**src/rtl/mem_arbiter_pkg.sv**
```systemverilog
// Shared constants and helpers for the multi-port memory arbiter.
package mem_arbiter_pkg;

  localparam int MAX_PORTS = 8;

  // Width of an index able to address up to MAX_PORTS requesters.
  function automatic int clog2_ports(input int n);
    if (n <= 2) return 1;
    else if (n <= 4) return 2;
    else return 3;
  endfunction

endpackage

```
**src/rtl/rr_picker.sv**
```systemverilog
// Combinational winner selection: rotating search from a start index, or
// lowest-index-wins when round-robin is disabled.
module rr_picker #(
  parameter int NUM_PORTS = 3,
  parameter int IDX_WIDTH = 2
) (
  input  logic [NUM_PORTS-1:0] req,
  input  logic [IDX_WIDTH-1:0] start,
  input  logic                 round_robin,
  output logic [NUM_PORTS-1:0] winner
);

  logic                 found;
  logic [IDX_WIDTH-1:0] idx;

  // Walk the ports in search order; the first requester seen becomes the winner.
  always_comb begin
    winner = '0;
    found  = 1'b0;
    idx    = '0;
    for (int k = 0; k < NUM_PORTS; k++) begin
      idx = IDX_WIDTH'(((round_robin ? int'(start) : 0) + k) % NUM_PORTS);
      if (!found && req[idx]) begin
        winner[idx] = 1'b1;
        found       = 1'b1;
      end
    end
  end

endmodule

```
**src/rtl/multi_port_mem_arbiter.sv**
```systemverilog
// Arbitrates several memory masters onto one downstream port; a grant is held
// until the downstream acks or the granted master withdraws its request.
module multi_port_mem_arbiter
  import mem_arbiter_pkg::*;
#(
  parameter int NUM_PORTS   = 3,
  parameter int ADDR_WIDTH  = 19,
  parameter int DATA_WIDTH  = 16,
  parameter int ROUND_ROBIN = 1
) (
  input  logic                              clk,
  input  logic                              reset,
  input  logic [NUM_PORTS*ADDR_WIDTH-1:0]   m_addr,
  input  logic [NUM_PORTS*DATA_WIDTH-1:0]   m_data_out,
  output logic [DATA_WIDTH-1:0]             m_data_in,
  input  logic [NUM_PORTS-1:0]              m_access,
  output logic [NUM_PORTS-1:0]              m_ack,
  input  logic [NUM_PORTS-1:0]              m_wr_en,
  input  logic [NUM_PORTS*DATA_WIDTH/8-1:0] m_bytesel,
  output logic [ADDR_WIDTH-1:0]             q_m_addr,
  output logic [DATA_WIDTH-1:0]             q_m_data_out,
  output logic                              q_m_wr_en,
  output logic [DATA_WIDTH/8-1:0]           q_m_bytesel,
  output logic                              q_m_access,
  input  logic                              q_m_ack,
  input  logic [DATA_WIDTH-1:0]             q_m_data_in,
  output logic                              busy
);

  localparam int IDX_WIDTH = clog2_ports(NUM_PORTS);
  localparam int BYTES     = DATA_WIDTH / 8;
  localparam logic [IDX_WIDTH-1:0] LAST_IDX = IDX_WIDTH'(NUM_PORTS - 1);

  logic [NUM_PORTS-1:0] grant;
  logic [NUM_PORTS-1:0] winner;
  logic [NUM_PORTS-1:0] sel;
  logic [IDX_WIDTH-1:0] last_grant;
  logic [IDX_WIDTH-1:0] pick_start;
  logic [IDX_WIDTH-1:0] winner_idx;

  assign pick_start = (last_grant == LAST_IDX) ? '0 : last_grant + 1'b1;

  rr_picker #(
    .NUM_PORTS (NUM_PORTS),
    .IDX_WIDTH (IDX_WIDTH)
  ) u_picker (
    .req         (m_access),
    .start       (pick_start),
    .round_robin (ROUND_ROBIN != 0),
    .winner      (winner)
  );

  // A held grant freezes selection; otherwise the fresh winner drives q_* at once.
  always_comb begin
    sel = '0;
    if (reset) sel = (grant != '0) ? grant : winner;
  end

  always_comb begin
    q_m_addr     = '0;
    q_m_data_out = '0;
    q_m_wr_en    = 1'b0;
    q_m_bytesel  = '0;
    q_m_access   = 1'b0;
    winner_idx   = '0;
    for (int i = 0; i < NUM_PORTS; i++) begin
      q_m_addr     = q_m_addr | (m_addr[i*ADDR_WIDTH +: ADDR_WIDTH] & {ADDR_WIDTH{sel[i]}});
      q_m_data_out = q_m_data_out | (m_data_out[i*DATA_WIDTH +: DATA_WIDTH] & {DATA_WIDTH{sel[i]}});
      q_m_bytesel  = q_m_bytesel | (m_bytesel[i*BYTES +: BYTES] & {BYTES{sel[i]}});
      q_m_wr_en    = q_m_wr_en | (m_wr_en[i] & sel[i]);
      q_m_access   = q_m_access | (m_access[i] & sel[i]);
      winner_idx   = winner_idx | (IDX_WIDTH'(i) & {IDX_WIDTH{winner[i]}});
    end
  end

  assign m_ack     = grant & {NUM_PORTS{q_m_ack}};
  assign m_data_in = q_m_data_in;

  always_ff @(posedge clk or negedge reset) begin
    if (!reset) begin
      grant      <= '0;
      busy       <= 1'b0;
      last_grant <= LAST_IDX;
    end else if (grant == '0) begin
      if (winner != '0) begin
        grant      <= winner;
        busy       <= 1'b1;
        last_grant <= winner_idx;
      end
    end else if (q_m_ack || ((grant & m_access) == '0)) begin
      grant <= '0;
      busy  <= 1'b0;
    end
  end

endmodule
```
**config.mk**
```make
export PLATFORM = sky130hd
export DESIGN_NAME = multi_port_mem_arbiter
export DESIGN_NICKNAME = d
export VERILOG_FILES = /design/src/rtl/mem_arbiter_pkg.sv /design/src/rtl/rr_picker.sv /design/src/rtl/multi_port_mem_arbiter.sv
export SDC_FILE = /design/constraint.sdc
export NUM_CORES = 1
export LEC_CHECK = 0
export CAP_MARGIN = 0
export CORE_ASPECT_RATIO = 2
export CORE_MARGIN = 2
export CORE_UTILIZATION = 25
export CTS_CLUSTER_DIAMETER = 80
export DETAILED_ROUTE_END_ITERATION = 12
export GPL_TIMING_DRIVEN = 0
export PLACE_DENSITY = 0.82
export SETUP_SLACK_MARGIN = 0.2
export SLEW_MARGIN = 20
export SYNTH_ARGS = -nofsm -noshare
export SYNTH_HDL_FRONTEND = slang
export SYNTH_SLANG_ARGS = --single-unit
```
**constraint.sdc**
```tcl
create_clock -name clk -period 3.5 [get_ports clk]
set_input_delay 0.525 -clock clk [delete_from_list [all_inputs] [get_ports clk]]
set_output_delay 0.525 -clock clk [all_outputs]
set_load 0.02 [all_outputs]
```
Yosys cells after proc, flatten, opt, wreduce, memory -nomap -nowiden
Cells that the tools add are included.
{"block": "word_totals", "elab_cells": 88, "input_bits": 136, "ff_bits": 6, "out_inout_bits": 59}
{"block": "classes", "muxes": 26, "order_cmp": 6, "n_addsub": 3, "reduce_logical": 15, "bitwise_logic": 30, "eq_ne": 2, "div_mod_pow": 3}
{"cell": "remainder unit 32 x 3 -> 32 bit, second input constant", "n": 2}
{"cell": "AND 19 bit", "n": 3}
{"cell": "AND 16 bit", "n": 3}
{"cell": "bitwise OR 19 bit", "n": 2}
{"cell": "remainder unit 3 x 3 -> 32 bit, second input constant", "n": 1}
{"cell": "bitwise OR 16 bit", "n": 2}
{"cell": "two-way mux 3 bit", "n": 8}
{"cell": "two-way mux 1 bit", "n": 11}
{"cell": "< comparator 2 x 3 -> 1 bit, second input constant", "n": 3}
{"cell": "AND 1 bit", "n": 6}
{"cell": "AND 2 bit", "n": 3}
{"cell": "AND 3 bit", "n": 2}
{"cell": "binary-select mux 1 bit (select 2 bit)", "n": 3}
{"cell": "demux 1 bit (select 2 bit)", "n": 3}
{"cell": ">= comparator 2 x 1 -> 1 bit, second input constant", "n": 3}
{"cell": "logical NOT 3 bit", "n": 2}
{"cell": "bitwise OR 3 bit", "n": 2}
{"cell": "nonzero test 3 bit", "n": 2}
{"cell": "logical AND 1 bit", "n": 5}
{"cell": "bitwise OR 1 bit", "n": 4}
{"cell": "bitwise OR 2 bit", "n": 2}
{"cell": "AND reduction 2 bit", "n": 2}
{"cell": "adder 2 x 1 -> 3 bit, second input constant", "n": 1}
{"cell": "adder 2 x 2 -> 3 bit, second input constant", "n": 1}
{"cell": "8 further kinds", "n": 9}

Depth between registers and ports, before layout
{"block": "depth", "word_depth": 17, "depth_mapped": 12, "mapped_depth_nobuf": 8}

Cells and area by module
From an unflattened synthesis, not the netlist that was laid out.
{"block": "unflattened", "cells_unflattened": 267, "hier_area_um2": 1851.8}
{"mod": "multi_port_mem_arbiter", "seq_area_each_um2": 151.4, "cells_each": 226, "n_inst": 1, "area_each_um2": 1587.8}
{"mod": "rr_picker", "seq_area_each_um2": 0.0, "cells_each": 41, "n_inst": 1, "area_each_um2": 264.0}

Worst setup path after synthesis
Ideal clock, no wire load.
{"block": "synth_timing", "path_type": "reg2out", "start": "reg last_grant[1]", "end": "out q_m_bytesel[0]", "path_buffers": 4, "path_slack_ns": 0.401, "arrival_ns": 2.574, "stages_incl_launch_ff": 12, "required_ns": 2.975, "cell_sequence": "dfstp_2 -> buf_2 -> or2_2 -> ha_1 -> buf_2 -> mux2i_1 -> nor4b_2 -> o21ai_1 -> o32ai_2 -> buf_4 -> buf_6 -> a221o_1"}
{"block": "synth_via", "elab_chain_cells": 17, "elab_cells_between_ends": 47, "classes_between": "add/sub: 3; div: 3; order compare: 6; eq/ne: 1; mux: 20; bitwise: 7; reduce/logical: 7"}
{"item": "start: declaration", "line_no": "multi_port_mem_arbiter.sv:37", "rtl": "logic [IDX_WIDTH-1:0] last_grant;"}
{"item": "start signal: assignment", "line_no": "multi_port_mem_arbiter.sv:88", "rtl": "last_grant <= winner_idx;"}
{"item": "adder 2 x 1 -> 2 bit or == test 2 bit (tied branches)", "line_no": "multi_port_mem_arbiter.sv:41", "rtl": "assign pick_start = (last_grant == LAST_IDX) ? '0 : last_grant + 1'b1;"}
{"item": "two-way mux 2 bit *", "line_no": "multi_port_mem_arbiter.sv:41"}
{"item": "adder 2 x 1 -> 3 bit or remainder unit 3 x 3 -> 32 bit (tied branches)", "line_no": "rr_picker.sv:22", "rtl": "idx = IDX_WIDTH'(((round_robin ? int'(start) : 0) + k) % NUM_PORTS);"}
{"item": "remainder unit 32 x 3 -> 32 bit (tied with other cells)", "line_no": "rr_picker.sv:22"}
{"item": "< comparator 2 x 3 -> 1 bit (not written as such) (tied with other cells)", "line_no": "rr_picker.sv:24", "rtl": "winner[idx] = 1'b1;"}
{"item": "logical AND 1 bit (not written as such) (tied with other cells)", "line_no": "rr_picker.sv:24"}
{"item": "two-way mux 1 bit (not written as such) (tied with other cells)", "line_no": "rr_picker.sv:24"}
{"item": "demux 1 bit (select 2 bit) (tied with other cells)"}
{"item": "bitwise OR 3 bit (no line) or two-way mux 1 bit (tied branches)"}
{"item": "two-way mux 3 bit or logical NOT 1 bit (tied branches)", "line_no": "rr_picker.sv:23", "rtl": "if (!found && req[idx]) begin"}
{"item": "bitwise OR 3 bit (no line) or logical AND 1 bit (tied branches)"}
{"item": "two-way mux 3 bit *", "line_no": "rr_picker.sv:23"}
{"item": "two-way mux 3 bit * (2 in a row)", "line_no": "multi_port_mem_arbiter.sv:56", "rtl": "if (reset) sel = (grant != '0) ? grant : winner;"}
{"item": "AND 2 bit", "line_no": "multi_port_mem_arbiter.sv:69", "rtl": "q_m_bytesel = q_m_bytesel | (m_bytesel[i*BYTES +: BYTES] & {BYTES{sel[i]}});"}
{"item": "bitwise OR 2 bit", "line_no": "multi_port_mem_arbiter.sv:69"}
{"item": "bitwise OR 2 bit *", "line_no": "multi_port_mem_arbiter.sv:69"}
{"item": "end: declaration", "line_no": "multi_port_mem_arbiter.sv:23", "rtl": "output logic [DATA_WIDTH/8-1:0] q_m_bytesel,"}
Mark *: on every way between the ends. The rest lies on a longest branch, timed or not. The select of a mux whose other input is x is not followed.

Worst setup path after layout
{"block": "layout_timing", "start": "reg last_grant[1]", "end": "out q_m_data_out[11]"}
{"block": "layout_via", "elab_chain_cells": 17, "elab_cells_between_ends": 47, "classes_between": "add/sub: 3; div: 3; order compare: 6; eq/ne: 1; mux: 20; bitwise: 7; reduce/logical: 7"}
{"item": "adder 2 x 1 -> 2 bit or == test 2 bit (tied branches)", "line_no": "multi_port_mem_arbiter.sv:41"}
{"item": "two-way mux 2 bit *", "line_no": "multi_port_mem_arbiter.sv:41"}
{"item": "adder 2 x 1 -> 3 bit or remainder unit 3 x 3 -> 32 bit (tied branches)", "line_no": "rr_picker.sv:22"}
{"item": "remainder unit 32 x 3 -> 32 bit (tied with other cells)", "line_no": "rr_picker.sv:22"}
{"item": "< comparator 2 x 3 -> 1 bit (not written as such) (tied with other cells)", "line_no": "rr_picker.sv:24"}
{"item": "logical AND 1 bit (not written as such) (tied with other cells)", "line_no": "rr_picker.sv:24"}
{"item": "two-way mux 1 bit (not written as such) (tied with other cells)", "line_no": "rr_picker.sv:24"}
{"item": "demux 1 bit (select 2 bit) (tied with other cells)"}
{"item": "bitwise OR 3 bit (no line) or two-way mux 1 bit (tied branches)"}
{"item": "two-way mux 3 bit or logical NOT 1 bit (tied branches)", "line_no": "rr_picker.sv:23"}
{"item": "bitwise OR 3 bit (no line) or logical AND 1 bit (tied branches)"}
{"item": "two-way mux 3 bit *", "line_no": "rr_picker.sv:23"}
{"item": "two-way mux 3 bit * (2 in a row)", "line_no": "multi_port_mem_arbiter.sv:56"}
{"item": "AND 16 bit", "line_no": "multi_port_mem_arbiter.sv:68", "rtl": "q_m_data_out = q_m_data_out | (m_data_out[i*DATA_WIDTH +: DATA_WIDTH] & {DATA_WIDTH{sel[i]}});"}
{"item": "bitwise OR 16 bit", "line_no": "multi_port_mem_arbiter.sv:68"}
{"item": "bitwise OR 16 bit *", "line_no": "multi_port_mem_arbiter.sv:68"}
{"item": "end: declaration", "line_no": "multi_port_mem_arbiter.sv:21", "rtl": "output logic [DATA_WIDTH-1:0] q_m_data_out,"}
Marks and branches as above.

==> impl_metrics.csv <==
group,metric,value,unit
timing,slew_violations,0,
final_layout,antenna_cells,0,
routing,via_per_inst,5.15,
timing,period_needed,3.55,ns
pwr,seqPwrFrac,5.1,%
grt,grt_usage,22.8,%
floorplanning,core-area,0.00547,mm²
grt,antenna_found_initial,0,
synthesis,synthXorXnorAreaFrac,0,%
synthesis,yosys.cell_types.count,41,
synthesis,muxShareOfSynthArea,0.706,%
synthesis,synth_top_area_share,27.5,%
worst_setup_path,startpoint_type,"flip-flop",
timing,clock_skew,0.00507,ns
final_layout,final_common_cell,"clkdlybuf4s50_1",
routing,wl_per_cell,17.1,µm
status,status,"finished, violations left",
worst_setup_path,slowest_delay,0.36,ns
clock_tree,cts_sinks,6,
grt,grt.overflow.total,0,
synthesis,synth_compound_area_share,41.0,%
worst_setup_path,cp.required,2.97,ns
synthesis,synth-edff-count,0,
routing,drt_first_pass_iters,4,
placed_design,hpwl,5.90,mm
timing,layout_setup_ws,-0.0468,ns
timing,hold_viol,0,
grt,grt_pass1_vias,2416,
pwr,pwr-share-clk,3.8,%
floorplanning,dieHeight,110,µm
placed_design,place_ws,-0.545,ns
placed_design,port_buffers,178,
synthesis,synthesis.area,0.00142,mm²
clock_tree,h-tree-depth,1,
pwr,p_int,1630,µW
timing,fmax,282,MHz
synthesis,synthArstFlopShare,100,%
clock_tree,cts_buffers,3,
synthesis,netlist_instances,175,
clock_tree,clkLatencyLatePin,0.22,ns
worst_setup_path,reg2reg_from,"last_grant[1]",
synthesis,synth_area_leaders,"a221o_1, and2_1, buf_4",
final_layout,area_delta_synth_final,173,%
worst_setup_path,cpMostUsedCell,"buf_6",
final_layout,utilization,70.7,%
worst_setup_path,critPathKind,"flip-flop to output port",
worst_setup_path,critPathMaxFanout,6,
final_layout,layout-drive-gt1-share,31.8,%
floorplanning,dieArea,0.00633,mm²
timing,setup-violations-final,11,
clock_tree,cts_root_buffer,"clkbuf_8",
status,violations,"negative setup slack",
routing,vias,2300,
run,cap_violations,0,
timing,rsz0062_at_grt,"true",
pwr,powerDensity,725,mW/mm²
grt,grt_pass1_wl,11.6,mm
floorplanning,io_pins,195,
final_layout,final_nets,525,
synthesis,synth_top_family_by_area,"compound AO/OA/AOI/OAI gates",
timing,worst_slew_pin_slew,0.439,ns
routing,routed_wl,7.63,mm
worst_setup_path,slowest_stage,"dfstp_2",
worst_setup_path,path_cells,"buf_6, or2_4, ha_4, buf_6, nand4bb_1, o32ai_2, a221oi_2, buf_4, o21ai_4, buf_12, buf_8, buf_12, buf_8, a221o_1, buf_6",
clock_tree,cts_buffer_depth,2,
synthesis,ys_warn_count,0,
synthesis,yosys.area.top_type,"a221o_1",
floorplanning,fp-row-count,38,
synthesis,synth_seq_cells,6,
timing,slew_headroom,70.4,%
worst_setup_path,cp-startpoint,"last_grant[1]",
final_layout,layout_common_cells,"clkdlybuf4s50_1, buf_6, and2_1",
pwr,net-switching-power,1170,µW
worst_hold_path,hold_start,"busy",
routing,ant_nets,0,
pwr,ir_drop,550,µV
synthesis,ys_seq_area_share,10.7,%
clock_tree,tritoncts,"done",
worst_hold_path,holdCritPathClass,"flip-flop to flip-flop",
worst_setup_path,crit_path_end_kind,"output port",
pwr,combPwrFrac,91.0,%
placed_design,gp_congestion,0.808,
pwr,netSwitchingFraction,41.8,%
synthesis,syn-mean-instance-area,8.10,µm²
worst_setup_path,crit_arrival,3.02,ns
synthesis,synth-simple-area-share,30.1,%
synthesis,synth_fa_ha_area_share,0.883,%
floorplanning,start_util,25.9,%
timing,timing.final.crit_share,101,%
synthesis,synth_nets,312,
routing,drc,0,
grt,grt_max_degree,11,
floorplanning,dieWidth,57.2,µm
pwr,p_leak,0.00166,µW
clock_tree,cts.hold.buffers_added,0,
routing,drt-initial-drc-count,110,
clock_tree,path_clk_slew,0.03,ns
synthesis,synthFlopType,"dfrtp_1",
per-layer routing:
layer  track usage, %  vias to the layer above  share of wire [%]
met3             5.85                       18                9.0
met1             18.9                     1034                 30
li1                 -                     1092                  -
met2             47.8                      156                 58
met4             6.98                        0                2.6
met5                0                        -                  0
flip-flops by register name (all words and copies together), names as in the netlist:
signal and cells:
grant 3, busy 1, last_grant 2
per-stage QoR:
step	std cells	setup TNS, ns	cell area (µm²)	total power, µW	hold WS, ns
after global routing	447	-1.49	3860	2950	0.524
final	447	-0.210	3860	2800	0.508
after CTS	443	0	3740	2650	0.508
after floorplan	175	0	1420	1230	0.229
after detailed placement	413	-13.52	3270	2010	0.495
after global placement	413	-11.61	3270	1990	0.481
cells by family after synthesis:
logic type	after synthesis
and+or+nand+nor	66
AOI/OAI and AO/OA	63
buffers and inverters	38
DFF	6
muxes	1
adders and majority gates	1
cell usage after synthesis, types with 2 or more instances:
cell	number
or3_1	2
nand2_1	5
nor2_1	3
buf_4	18
nor4b_2	2
dfrtp_1	5
and2_1	41
nor4bb_1	2
o32ai_2	2
inv_1	4
a31oi_1	2
buf_2	9
nand2b_1	3
buf_6	2
a21oi_1	3
a21o_1	4
clkbuf_1	4
o21ai_0	3
a221o_1	39
power groups by stage:
stage               Combinational, µW  Clock (µW)  Sequential [µW]
floorplan                        1090           0              143
detailed placement               1870           0              145
global route                     2690         116              146
global placement                 1840           0              143
finish                           2550         107              143
CTS                              2400         110              141
critical path: cells and delay by family, from the launching register on:
| kind | cells | cell delay (ns) |
|---|---|---|
| adder cells (fa/ha/maj) | 1 | 0.28 |
| buffers and inverters | 8 | 1.04 |
| AND/OR/NAND/NOR | 2 | 0.37 |
| AO/OA/AOI/OAI | 4 | 0.78 |
| flip-flops | 1 | 0.36 |
what timing repair did:
action,4_1_cts,5_1_grt
pin swaps,17,9
setup endpoints to repair,39,39
gates cloned,4,0
setup buffers,22,4
gates resized for setup,267,23
area by class of cell:
class / count / area (µm²)
timing repair buffer: 208 / 2170
fill: 434 / 1600
multi-input combinational: 131 / 1100
buffer: 33 / 310
sequential: 6 / 153
tap: 60 / 75.1
clock buffer: 4 / 45.0
inverter: 5 / 18.8
worst paths after layout:
check | cells past startpoint | end | slack [ns]
hold reg to reg | 1 | busy | 0.51
setup reg to reg | 10 | last_grant[0] | 1.07
hold / removal | 1 | busy | 0.51
min in group asynchronous | 1 | grant[2] | 0.57
setup / recovery | 15 | q_m_data_out[11] | -0.05
max in group asynchronous | 1 | last_grant[1] | 2.63
No activity file was read; power rests on OpenSTA's default activity.
